### config.mk
export PLATFORM = sky130hd
export DESIGN_NAME = divfreq_prog_nch
export DESIGN_NICKNAME = d
export VERILOG_FILES = /design/src/rtl/divfreq_prog_nch.sv
export SDC_FILE = /design/constraint.sdc
export NUM_CORES = 1
export LEC_CHECK = 0
export ABC_AREA = 1
export BUFFER_PORTS_ARGS = -buffer_cell sky130_fd_sc_hd__buf_2
export CELL_PAD_IN_SITES_DETAIL_PLACEMENT = 1
export CELL_PAD_IN_SITES_GLOBAL_PLACEMENT = 2
export CORE_ASPECT_RATIO = 0.75
export CORE_UTILIZATION = 30
export CTS_CLUSTER_SIZE = 16
export DETAILED_ROUTE_END_ITERATION = 12
export MAX_ROUTING_LAYER = met4
export PLACE_DENSITY_LB_ADDON = 0.1
export SETUP_SLACK_MARGIN = 0.5
export SLEW_MARGIN = 15
export SYNTH_ARGS = -nofsm -noshare
export SYNTH_HDL_FRONTEND = slang
export SYNTH_SLANG_ARGS = --single-unit
### constraint.sdc
create_clock -name clock50 -period 11.1 [get_ports clock50]
set_input_delay 2.22 -clock clock50 [delete_from_list [all_inputs] [get_ports clock50]]
set_output_delay 2.22 -clock clock50 [all_outputs]
set_load 0.02 [all_outputs]
### src/rtl/divfreq_prog_nch.sv
// divfreq_prog_nch: run-time programmable multi-channel clock divider on clock50.
// Each channel counts 0..div-1 and drives a near-50%-duty square wave. A new divisor
// is parked in a pending slot and only takes effect on a period boundary, or
// immediately while the channel is disabled, so the outputs never glitch.
// Optional feature macro: DIVFREQ_TICK_EN adds a per-channel tick output that
// pulses on every cnt==0 cycle of a running channel.
module divfreq_prog_nch #(
  parameter int NCH         = 2,
  parameter int CNT_W       = 26,
  parameter int DEFAULT_DIV = 50000000,
  parameter int SEL_W       = 3
) (
  input  logic             clock50,
  input  logic             reset,
  input  logic [NCH-1:0]   en,
  input  logic             load,
  input  logic [SEL_W-1:0] load_sel,
  input  logic [CNT_W-1:0] load_div,
  output logic             load_ack,
  output logic             load_err,
  output logic [NCH-1:0]   clk_out
`ifdef DIVFREQ_TICK_EN
  ,
  output logic [NCH-1:0]   tick
`endif
);

  typedef enum logic {
    RUN  = 1'b0,
    PEND = 1'b1
  } chState_e;

  localparam logic [CNT_W-1:0] DEF_DIV = CNT_W'(DEFAULT_DIV);
  localparam logic [CNT_W-1:0] MIN_DIV = CNT_W'(2);
  localparam logic [CNT_W-1:0] ONE     = CNT_W'(1);
  localparam logic [SEL_W:0]   NCH_LIM = (SEL_W+1)'(NCH);

  logic                 loadValid;
  logic [NCH-1:0]       loadHit;
  logic                 loadAck_q, loadAck_d;
  logic                 loadErr_q, loadErr_d;

  chState_e             state_q  [NCH];
  chState_e             state_d  [NCH];
  logic [CNT_W-1:0]     cnt_q    [NCH];
  logic [CNT_W-1:0]     cnt_d    [NCH];
  logic [CNT_W-1:0]     div_q    [NCH];
  logic [CNT_W-1:0]     div_d    [NCH];
  logic [CNT_W-1:0]     pndDiv_q [NCH];
  logic [CNT_W-1:0]     pndDiv_d [NCH];
  logic [CNT_W:0]       hiCnt    [NCH];
  logic [NCH-1:0]       run_q, run_d;
  logic [NCH-1:0]       clkOut_q, clkOut_d;
  logic [NCH-1:0]       tick_q, tick_d;
  logic [NCH-1:0]       applyNow;

  // Decode the load request: it is accepted only for an existing channel and a
  // divisor of at least 2, and exactly one channel is selected when it is.
  always_comb begin
    loadValid = (load_div >= MIN_DIV) && ({1'b0, load_sel} < NCH_LIM);
    loadAck_d = load && loadValid;
    loadErr_d = load && !loadValid;
    loadHit   = '0;
    for (int i = 0; i < NCH; i++) begin
      if (loadAck_d && (load_sel == SEL_W'(i))) begin
        loadHit[i] = 1'b1;
      end
    end
  end

  // Per-channel counter, pending-divisor state machine and output decode. A pending
  // divisor is consumed at a wrap or while disabled; a load arriving in that same
  // cycle refills the pending slot for the following boundary.
  always_comb begin
    for (int i = 0; i < NCH; i++) begin
      state_d[i]  = state_q[i];
      cnt_d[i]    = cnt_q[i];
      div_d[i]    = div_q[i];
      pndDiv_d[i] = pndDiv_q[i];
      run_d[i]    = en[i];
      applyNow[i] = 1'b0;
      hiCnt[i]    = '0;
      clkOut_d[i] = 1'b0;
      tick_d[i]   = 1'b0;

      if (!en[i]) begin
        cnt_d[i]    = '0;
        applyNow[i] = 1'b1;
      end else if (!run_q[i]) begin
        cnt_d[i]    = '0;
      end else if (cnt_q[i] == (div_q[i] - ONE)) begin
        cnt_d[i]    = '0;
        applyNow[i] = 1'b1;
      end else begin
        cnt_d[i]    = cnt_q[i] + ONE;
      end

      case (state_q[i])
        RUN: begin
          if (loadHit[i]) begin
            state_d[i] = PEND;
          end
        end
        PEND: begin
          if (applyNow[i]) begin
            div_d[i]   = pndDiv_q[i];
            state_d[i] = loadHit[i] ? PEND : RUN;
          end
        end
        default: begin
          state_d[i] = RUN;
        end
      endcase

      if (loadHit[i]) begin
        pndDiv_d[i] = load_div;
      end

      hiCnt[i]    = ({1'b0, div_d[i]} + (CNT_W+1)'(1)) >> 1;
      clkOut_d[i] = en[i] && ({1'b0, cnt_d[i]} < hiCnt[i]);
      tick_d[i]   = en[i] && (cnt_d[i] == '0);
    end
  end

  // Channel state registers; reset restores the default divisor and drops any
  // pending reprogramming.
  always_ff @(posedge clock50 or posedge reset) begin
    if (reset) begin
      for (int i = 0; i < NCH; i++) begin
        state_q[i]  <= RUN;
        cnt_q[i]    <= '0;
        div_q[i]    <= DEF_DIV;
        pndDiv_q[i] <= DEF_DIV;
      end
      run_q    <= '0;
      clkOut_q <= '0;
      tick_q   <= '0;
    end else begin
      for (int i = 0; i < NCH; i++) begin
        state_q[i]  <= state_d[i];
        cnt_q[i]    <= cnt_d[i];
        div_q[i]    <= div_d[i];
        pndDiv_q[i] <= pndDiv_d[i];
      end
      run_q    <= run_d;
      clkOut_q <= clkOut_d;
      tick_q   <= tick_d;
    end
  end

  // Handshake response pulses, one cycle after the request.
  always_ff @(posedge clock50 or posedge reset) begin
    if (reset) begin
      loadAck_q <= 1'b0;
      loadErr_q <= 1'b0;
    end else begin
      loadAck_q <= loadAck_d;
      loadErr_q <= loadErr_d;
    end
  end

  assign load_ack = loadAck_q;
  assign load_err = loadErr_q;
  assign clk_out  = clkOut_q;

`ifdef DIVFREQ_TICK_EN
  assign tick = tick_q;
`else
  logic unusedTick;
  assign unusedTick = ^tick_q;
`endif

endmodule

==> metrics.md, run 1 <==
| Metric | Value |
|---|---|
| R2R depth | `30` |
| DP Wirelength | `39,500 um` |
| Clock period minus worst slack | `6.06 ns` |
| Synth area leaders | `dfrtp_1 (23%), nand2_1 (17%), dfstp_2 (10%)` |
| Final setup fails | `0` |
| Register area | `4160 sq um` |
| Syn-to-layout area delta | `9.95%` |
| Setup repair bufs after CTS | `0` |
| Worst-path clk slew | `0.08 ns` |
| Post-route setup TNS | `0 ns` |
| Asr flop ratio synth | `100%` |
| Post-synth EDFFs | `0` |
| Multi-input logic area | `7390 sq um` |
| DR DRC count | `0` |
| Yosys reg bits | `164` |
| Via total after detailed routing | `11,700` |
| Area share of the largest cell type after synthesis | `23.1%` |
| I/O pin count | `38` |
| Htree depth | `4` |
| Final setup margin | `5.04 ns` |
| Largest net degree at the start of global routing | `62` |
| Leading area contributor after synthesis | `dfrtp_1` |
| RSZ-0062 raised after global routing | `false` |
| # fillers | `5,221` |
| Library cells used by synthesis | `51` |
| Crit path kind | `reg2reg` |
| Hold endpoint | `pndDiv_q[23]` |
| Worst setup SP type | `flip-flop` |
| Vias in the first global route | `11,300` |
| Worst Tran Pin Value | `0.958 ns` |
| Avg Cell Area, Syn | `7.02 sq um` |
| Number of buffers created by CTS | `17` |
| Min-Delay Path Depth | `2` |
| Core area | `41,000 sq um` |
| Input/output buffers | `37` |
| Starting Density | `30.6%` |
| Remaining Overflow, GRT | `0` |
| Initial antenna violation count | `0` |
| Final period util | `54.6%` |
| Reg-to-Reg Start | `div_q[0]` |
| Relative slew slack | `35.6%` |
| Die area | `42,700 sq um` |
| Place WS | `4.95 ns` |
| DR pass1 iterations | `5` |
| Root buf cell | `clkbuf_16` |
| Worst Path Arrival | `6.41 ns` |
| DR WL/cell | `19.9 um` |
| Initial drt markers | `841` |
| Syn nets | `1,880` |
| Mapped Cells | `1,790` |
| First-pass GRT wire length | `72,200 um` |
| Fin nets | `1,901` |
| Cell row count | `64` |
| Gr usage total | `23.6%` |
| Max Slew Vio Count | `0` |
| Die Y | `179 um` |
| Peak VDD IR | `0.0976 mV` |
| Crit path max fanout | `42` |
| Dpl cell area | `13,200 sq um` |
| Run status | `finished, final reports clean` |
| Lkg Pwr | `6.33 nW` |
| WL final | `47,600 um` |
| Antenna Violating Nets Remaining | `0` |
| Die Width | `238 um` |
| Largest delay share family, worst path | `simple AND/OR/NAND/NOR gates` |
| R2r setup slk | `5.04 ns` |
| Max capacitance violation total | `0` |
| Peak Freq | `0.165 GHz` |
| Yosys warns | `0` |
| Share of layout cells above drive strength 1 | `14.1%` |
| Gpl congestion | `0.890` |
| Hold Path Class | `reg2reg` |
| Critical R2R Capture | `clk_out[1]` |
| WHS | `0.477 ns` |
| Crit path buf inv count | `2` |
| Vias per cell | `4.91` |
| Slowest stage cell, crit path | `or4_1` |
| P per Cell Area | `180 nW/um^2` |
| Clock skew | `0.0187 ns` |
| Mapped cell area | `12,600 sq um` |
| Hold-fix buffer count after cts | `0` |
| Clock latency on the worst-skew pair | `0.46 ns` |
| Finished Cell Area | `13,800 sq um` |
| Hold_sp | `pndDiv_q[23]` |
| Top FF cell, synth | `dfrtp_1` |
| CP Capture Type | `flip-flop` |
| CTS tree | `done` |
| Crit path largest cell delay | `0.56 ns` |
| Clock sinks | `164` |
| Critical Path RT | `11.45 ns` |
| Clock Tree Buf Depth | `2` |
| Most common cell on crit path | `nand2_1` |
| Post-CTS sizing | `0` |
| Sequential area share after synthesis | `33.2%` |
| Final hold violations | `0` |
-- placed cells by master (no fill, tap or decap), drive strengths merged --
master and n:
dfrtp 116, nand3 153, or4 3, o21bai 3, a31oi 3, a41oi 1, dfstp 48, a211oi 4
a2111oi 1, nor4b 1, xnor3 1, nor3b 11, o21ai 59, clkinv 12, nor2 253, nand3b 14
diode 2, o221ai 2, o21a 6, inv 189, o221a 2, a221oi 2, nor3 27, nor4 11
xnor2 26, mux2 12, buf 43, nand4 30, nand2 616, and2 4, a21oi 38, ha 56
and3 2, clkbuf 17, xor2 57, a31o 1
-- state kept, by name, indices dropped and copies added (netlist names) --
name	flops
cnt_q	52
div_q	52
pndDiv_q	52
clk_out	2
run_q	2
state_q	2
load_ack	1
load_err	1
-- Yosys cell counts (10+ instances only) --
master      n
nand2_1   568
nor2_1    215
inv_1     172
nand3_1   138
dfrtp_1   116
xor2_1     57
ha_1       56
o21ai_0    54
dfstp_2    48
nand2_2    40
a21oi_1    38
nand4_1    30
xnor2_1    26
nor2_2     25
nor3_1     24
nand3b_1   14
nand3_2    13
nor2_4     13
buf_6      12
mux2_2     12
clkbuf_1   11
nor3b_1    11
nor4_1     11
buf_2      10
inv_2      10
-- power by group --
group          switching [mW]  total, mW  leakage [nW]  internal [mW]
clock network           0.316      0.622         0.298          0.306
registers               0.179      0.913          2.02          0.733
logic                   0.661      0.953          4.01          0.292
-- final cells by class --
type	count	area share (%)
tap	561	5.08
antenna	2	0.0362
clock inverter	15	1.36
clock buffer	17	3.08
inverter	186	5.09
timing repair buffer	43	1.67
multi-input combinational	1399	53.5
sequential	164	30.2
-- routing by layer --
layer  part of all wire [%]  global-route usage (%)  vias up
met5                      0                       -        -
met4                   0.50                    3.13        0
met3                    4.4                    3.63       12
met2                     35                    27.6      207
met1                     61                    40.3     5712
li1                       -                       -     5789
-- worst max path at each step --
| stage | startpoint | end | slack, ns | depth (start not counted) |
|---|---|---|---|---|
| 2_1_floorplan | reset | clk_out[0] | 4.53 | 1 |
| 3_3_place_gp | en[1] | clk_out[1] | 5.10 | 18 |
| 3_5_place_dp | en[1] | clk_out[1] | 4.95 | 18 |
| 4_1_cts | div_q[0] | clk_out[1] | 5.06 | 30 |
| 5_1_grt | div_q[0] | clk_out[1] | 4.47 | 30 |
| 6_report | div_q[0] | clk_out[1] | 5.04 | 30 |
-- worst min-delay path: cells and delay by family (launching register included) --
family	cells	cell delay, ns
DFF	1	0.38
and+or+nand+nor	2	0.10
-- logic make-up (layout without fill, tap and decap cells) --
group                      Yosys count  in the layout  synth area share (%)
and+or+nand+nor                   1125           1125                  40.6
other                                0              2                     0
xor gates and xnor gates            84             84                  5.97
AOI/OAI and AO/OA                  122            122                  5.52
adders and majority gates           56             56                  5.58
DFF                                164            164                  33.2
muxes                               12             12                  1.08
buffers and inverters              227            261                  8.07
-- through the flow --
step | util [%] | instances | power [mW]
2_1_floorplan | - | 1790 | 1.52
3_3_place_gp | 32.2 | 2353 | 1.85
3_5_place_dp | 32.2 | 2353 | 1.86
4_1_cts | 33.7 | 2385 | 2.50
5_1_grt | 33.7 | 2385 | 2.66
6_report | 33.7 | 2387 | 2.49
(Power assumes the default switching activity.)
==> run 2: changes to the inputs <==
- clock period: 11.1 -> 6 ns (I/O delays scaled with it)
==> run 2 against run 1 <==
Compared with the run above: clock-buffer cell count stayed put; clock power increased by 83%; die area unchanged; cell area grew 2.4%; sequential power increased by 86%; maximum frequency up 19%; sequential share of layout area decreased by 0.71 points; cell count up 0.88%; first-iteration DRC count fell by 25%; wire length up 1.1%; register-to-register slack worse by 4.1 ns.
==> metrics.md, run 2 (synthesized netlist as in run 1, its figures left out) <==
| Metric | Value |
|---|---|
| Run status | `finished, final reports clean` |
| Root buf cell | `clkbuf_16` |
| RSZ-0062 raised after global routing | `true` |
| Gpl congestion | `0.880` |
| DR pass1 iterations | `4` |
| Peak VDD IR | `0.209 mV` |
| Die area | `42,700 sq um` |
| Clock period minus worst slack | `5.11 ns` |
| Cell row count | `64` |
| Commonest non-fill, non-tap cell in the layout | `nand2_1` |
| Clock sinks | `164` |
| Initial drt markers | `630` |
| Register area | `4160 sq um` |
| DR DRC count | `0` |
| Input/output buffers | `37` |
| Htree depth | `4` |
| Post-route setup TNS | `0 ns` |
| Starting Density | `30.6%` |
| Die Y | `179 um` |
| I/O pin count | `38` |
| Vias per cell | `4.88` |
| P per Cell Area | `329 nW/um^2` |
| Most common cell on crit path | `nand2_1` |
| Biggest regs | `cnt_q: 52 flops, div_q: 52 flops, pndDiv_q: 52 flops` |
| Die Width | `238 um` |
| Max Slew Vio Count | `0` |
| Clock Tree Buf Depth | `2` |
| Clock latency on the worst-skew pair | `0.46 ns` |
| Worst-path clk slew | `0.08 ns` |
| # fillers | `5,192` |
| Hold Path Class | `reg2reg` |
| Final period util | `85.2%` |
| Worst Path Arrival | `5.46 ns` |
| WL final | `48,100 um` |
| Share of layout cells above drive strength 1 | `16.5%` |
| Vias in the first global route | `11,500` |
| Core area | `41,000 sq um` |
| Antenna Violating Nets Remaining | `0` |
| Final hold violations | `0` |
| Clock skew | `0.0154 ns` |
| DR WL/cell | `20.0 um` |
| Crit path kind | `reg2reg` |
| Initial antenna violation count | `0` |
| Final setup fails | `0` |
| Peak Freq | `0.196 GHz` |
| Multi-input logic area | `7550 sq um` |
| Dpl cell area | `13,300 sq um` |
| Lkg Pwr | `6.46 nW` |
| DP Wirelength | `39,200 um` |
| Finished Cell Area | `14,100 sq um` |
| Critical Path RT | `6.34 ns` |
| Number of buffers created by CTS | `17` |
| CTS tree | `done` |
| Crit path max fanout | `11` |
| Relative slew slack | `32.0%` |
| Syn-to-layout area delta | `12.6%` |
| Worst Tran Pin Value | `1.02 ns` |
| Gr usage total | `23.9%` |
| Total power | `4.66 mW` |
| Via total after detailed routing | `11,800` |
| Most frequent cells in the layout | `nand2_1 (564), nor2_1 (201), inv_1 (170)` |
| Largest net degree at the start of global routing | `165` |
| First-pass GRT wire length | `73,000 um` |
| Fin nets | `1,922` |
| CP Capture Type | `flip-flop` |
| Slowest stage cell, crit path | `or4_4` |
| Remaining Overflow, GRT | `0` |
| Crit path largest cell delay | `0.57 ns` |
| Hold-fix buffer count after cts | `0` |
| Worst setup SP type | `flip-flop` |
| Max capacitance violation total | `0` |
[run 2: changes by cell type in the layout (fill, tap and decap cells not counted), sizes merged]
| cell | before | now |
|---|---|---|
| clkinvlp | 0 | 4 |
| clkinv | 12 | 7 |
| buf | 43 | 64 |
| inv | 189 | 190 |
[run 2: per-stage QoR]
| step | util, % | std cells | hold WS [ns] | setup slack, ns |
|---|---|---|---|---|
| after floorplan | - | 1790 | 0.442 | 1.64 |
| after global placement | 32.4 | 2361 | 0.466 | 0.390 |
| after detailed placement | 32.4 | 2361 | 0.477 | 0.270 |
| after CTS | 33.9 | 2395 | 0.500 | 0.530 |
| after global routing | 34.5 | 2406 | 0.531 | 0.466 |
| final | 34.5 | 2408 | 0.499 | 0.887 |
[run 2: final cells by class]
type	count	share of cell area, %
antenna	2	0.0354
clock buffer	17	3.01
clock inverter	15	1.12
inverter	186	4.99
multi-input combinational	1399	53.4
sequential	164	29.4
tap	561	4.96
timing repair buffer	64	3.06
[run 2: routing by layer]
metal	up-vias	GRT usage, %	share of wire, %
met1	5748	39.5	59
met2	165	28.4	36
met4	0	3.63	0.70
met5	-	-	0
met3	19	4.51	4.7
li1	5820	-	-
[run 2: repair_timing]
| item | CTS | global route |
|---|---|---|
| buffers inserted | 2 | 11 |
| endpoints found under the setup margin | 1 | 2 |
| pin swaps | 1 | 9 |
| gates cloned | 0 | 0 |
| resized for setup | 5 | 40 |
[run 2: path summary, 6_finish.rpt]
path | startpoint | endpoint | slack [ns] | cells after the start
worst max-delay path | div_q[1] | clk_out[1] | 0.89 | 30
worst min-delay path | pndDiv_q[4] | pndDiv_q[4] | 0.50 | 2
worst max register to register | div_q[1] | clk_out[1] | 0.89 | 30
worst min register to register | pndDiv_q[4] | pndDiv_q[4] | 0.50 | 2
max in group asynchronous | reset | cnt_q[33] | 4.24 | 3
min in group asynchronous | reset | pndDiv_q[44] | 0.96 | 3
[run 2: report_power, final]
| group | switching, mW | internal [mW] |
|---|---|---|
| Clock | 0.585 | 0.559 |
| Combinational | 1.24 | 0.577 |
| Sequential | 0.343 | 1.36 |
[run 2: worst max-delay path, delay by kind of cell (launching register included)]
| kind | cells | cell delay (ns) |
|---|---|---|
| buffers and inverters | 2 | 0.21 |
| AO/OA/AOI/OAI | 1 | 0.10 |
| adder cells (fa/ha/maj) | 3 | 0.67 |
| flip-flops | 1 | 0.41 |
| AND/OR/NAND/NOR | 24 | 3.55 |
==> run 3: changes to the inputs <==
- clock period: 6 -> 4.7 ns (I/O delays scaled with it)
==> run 3 against run 2 <==
Compared with the run above: the flow now finishes with violations (setup timing); clock skew decreased by 0.0026 ns; core utilization increased by 8.8 points; hold slack worse by 0.065 ns; sequential share of layout area fell by 5.9 points; first-iteration DRC count grew 46%; via count is 14% higher; power increased by 59%; sequential power up 25%; critical path depth did not move; die area stayed put; critical path type unchanged; critical endpoint unchanged; highest routed layer unchanged.
==> metrics.md, run 3 (synthesized netlist as in run 1, its figures left out) <==
| Metric | Value |
|---|---|
| Fin nets | `2,278` |
| Gpl congestion | `0.945` |
| DR WL/cell | `20.1 um` |
| Relative slew slack | `36.1%` |
| DR DRC count | `0` |
| Root buf cell | `clkbuf_16` |
| Slowest stage cell, crit path | `or4_4` |
| Final setup margin | `-0.302 ns` |
| First-pass GRT wire length | `84,400 um` |
| Final non-filler cell total | `2,763` |
| Clock latency on the worst-skew pair | `0.48 ns` |
| Die area | `42,700 sq um` |
| Clock sinks | `164` |
| Max Slew Vio Count | `0` |
| Cell row count | `64` |
| Peak VDD IR | `0.293 mV` |
| Failing checks | `setup timing` |
| Peak Freq | `0.200 GHz` |
| P per Cell Area | `417 nW/um^2` |
| Core area | `41,000 sq um` |
| Syn-to-layout area delta | `41.3%` |
| Dpl cell area | `15,800 sq um` |
| Hold Path Class | `in2async` |
| Antenna Violating Nets Remaining | `0` |
| Crit path kind | `reg2reg` |
| Worst Path Arrival | `5.38 ns` |
| Most frequent cells in the layout | `nand2_1 (514), buf_4 (358), inv_1 (165)` |
| Hold-fix buffer count after cts | `0` |
| Gr usage total | `27.6%` |
| Vias per cell | `4.87` |
| Remaining Overflow, GRT | `0` |
| RSZ-0062 raised after global routing | `true` |
| Run status | `finished, violations left` |
| Share of layout cells above drive strength 1 | `36.6%` |
| Final hold violations | `0` |
| Crit path largest cell delay | `0.54 ns` |
| CP Capture Type | `flip-flop` |
| Max capacitance violation total | `0` |
| Biggest regs | `cnt_q: 52 flops, div_q: 52 flops, pndDiv_q: 52 flops` |
| Placed cells | `2,683` |
| Number of buffers created by CTS | `17` |
| Clock Tree Buf Depth | `2` |
| CTS tree | `done` |
| Via total after detailed routing | `13,400` |
| Initial antenna violation count | `1` |
| Initial drt markers | `917` |
| Worst setup SP type | `flip-flop` |
| Critical Path RT | `5.07 ns` |
| Worst Tran Pin Value | `0.958 ns` |
| I/O pin count | `38` |
| WL final | `55,400 um` |
| Clock period minus worst slack | `5.00 ns` |
| Vias in the first global route | `13,600` |
| Lkg Pwr | `8.35 nW` |
| Clock skew | `0.0128 ns` |
| Die Width | `238 um` |
| Largest net degree at the start of global routing | `82` |
| Die Y | `179 um` |
| DR pass1 iterations | `5` |
| Worst-path clk slew | `0.08 ns` |
| Final setup fails | `1` |
| Starting Density | `30.6%` |
| Finished Cell Area | `17,700 sq um` |
| Final period util | `106%` |
| DP Wirelength | `44,500 um` |
| Htree depth | `4` |
| Crit path max fanout | `7` |
| Input/output buffers | `37` |
| Commonest non-fill, non-tap cell in the layout | `nand2_1` |
[run 3: cell types whose count changed in the layout (fill, tap and decap cells not counted), moves of 7 or more]
| cell | change |
|---|---|
| nand2_1 | -50 |
| nor2_4 | +29 |
| nor2_1 | -49 |
| nand2_2 | +42 |
| dfrtp_1 | -11 |
| nor2_2 | +20 |
| buf_6 | +8 |
| nand3_1 | -7 |
| buf_4 | +336 |
| dfrtp_2 | +11 |
[run 3: final timing paths]
path	from	endpoint	slack (ns)	depth (start not counted)
max	div_q[4]	clk_out[1]	-0.30	30
min	reset	pndDiv_q[44]	0.43	2
max reg2reg	div_q[4]	clk_out[1]	-0.30	30
min reg2reg	pndDiv_q[1]	pndDiv_q[1]	0.48	2
max in group asynchronous	reset	pndDiv_q[1]	3.34	3
min in group clock50	pndDiv_q[1]	pndDiv_q[1]	0.48	2
[run 3: timing repair]
| item | in CTS | in global routing |
|---|---|---|
| gates cloned | 4 | 1 |
| hold endpoints to repair | 0 | 0 |
| pin swaps | 68 | 32 |
| setup endpoints to repair | 2 | 2 |
| buffers inserted | 36 | 6 |
| gates resized for setup | 181 | 63 |
[run 3: metrics by stage]
stage               worst slack (ns)  power, mW  util, %  hold WS (ns)  setup TNS, ns
CTS                           -0.180       7.24     42.5         0.425         -0.180
global placement              -0.654       5.34     38.5         0.465         -0.677
global route                  -0.553       7.82     43.3         0.433         -0.658
finish                        -0.302       7.40     43.3         0.434         -0.302
floorplan                      0.505       3.61        -         0.442              0
detailed placement            -0.781       5.42     38.5         0.465         -0.936
[run 3: cell type report]
type	instances	area, sq um
Clock inverter	13	111
Tap cell	561	702
Sequential cell	164	4180
Clock buffer	19	464
Multi-Input combinational cell	1399	8260
Timing Repair Buffer	420	3310
Antenna cell	1	2.50
Fill cell	5158	23300
Inverter	186	707
[run 3: where the power goes]
| group | switching (mW) | total [mW] | internal (mW) |
|---|---|---|---|
| registers | 0.388 | 2.13 | 1.74 |
| clock network | 0.732 | 1.47 | 0.739 |
| logic | 2.14 | 3.79 | 1.65 |
[run 3: routing by layer]
metal  up-vias  GRT usage, %  share of wire, %
met5         -             -                 0
met4         0          4.73              0.86
met3        41          4.83               5.1
met2       247          35.0                37
met1      6622          44.1                57
li1       6536             -                 -
[run 3: worst max-delay path, delay by kind of cell, from the launching register on]
kind	cells	cell delay, ns
fa+ha+maj	2	0.43
compound gates	1	0.06
buf+inv	5	0.58
flops	1	0.43
simple gates	22	3.37
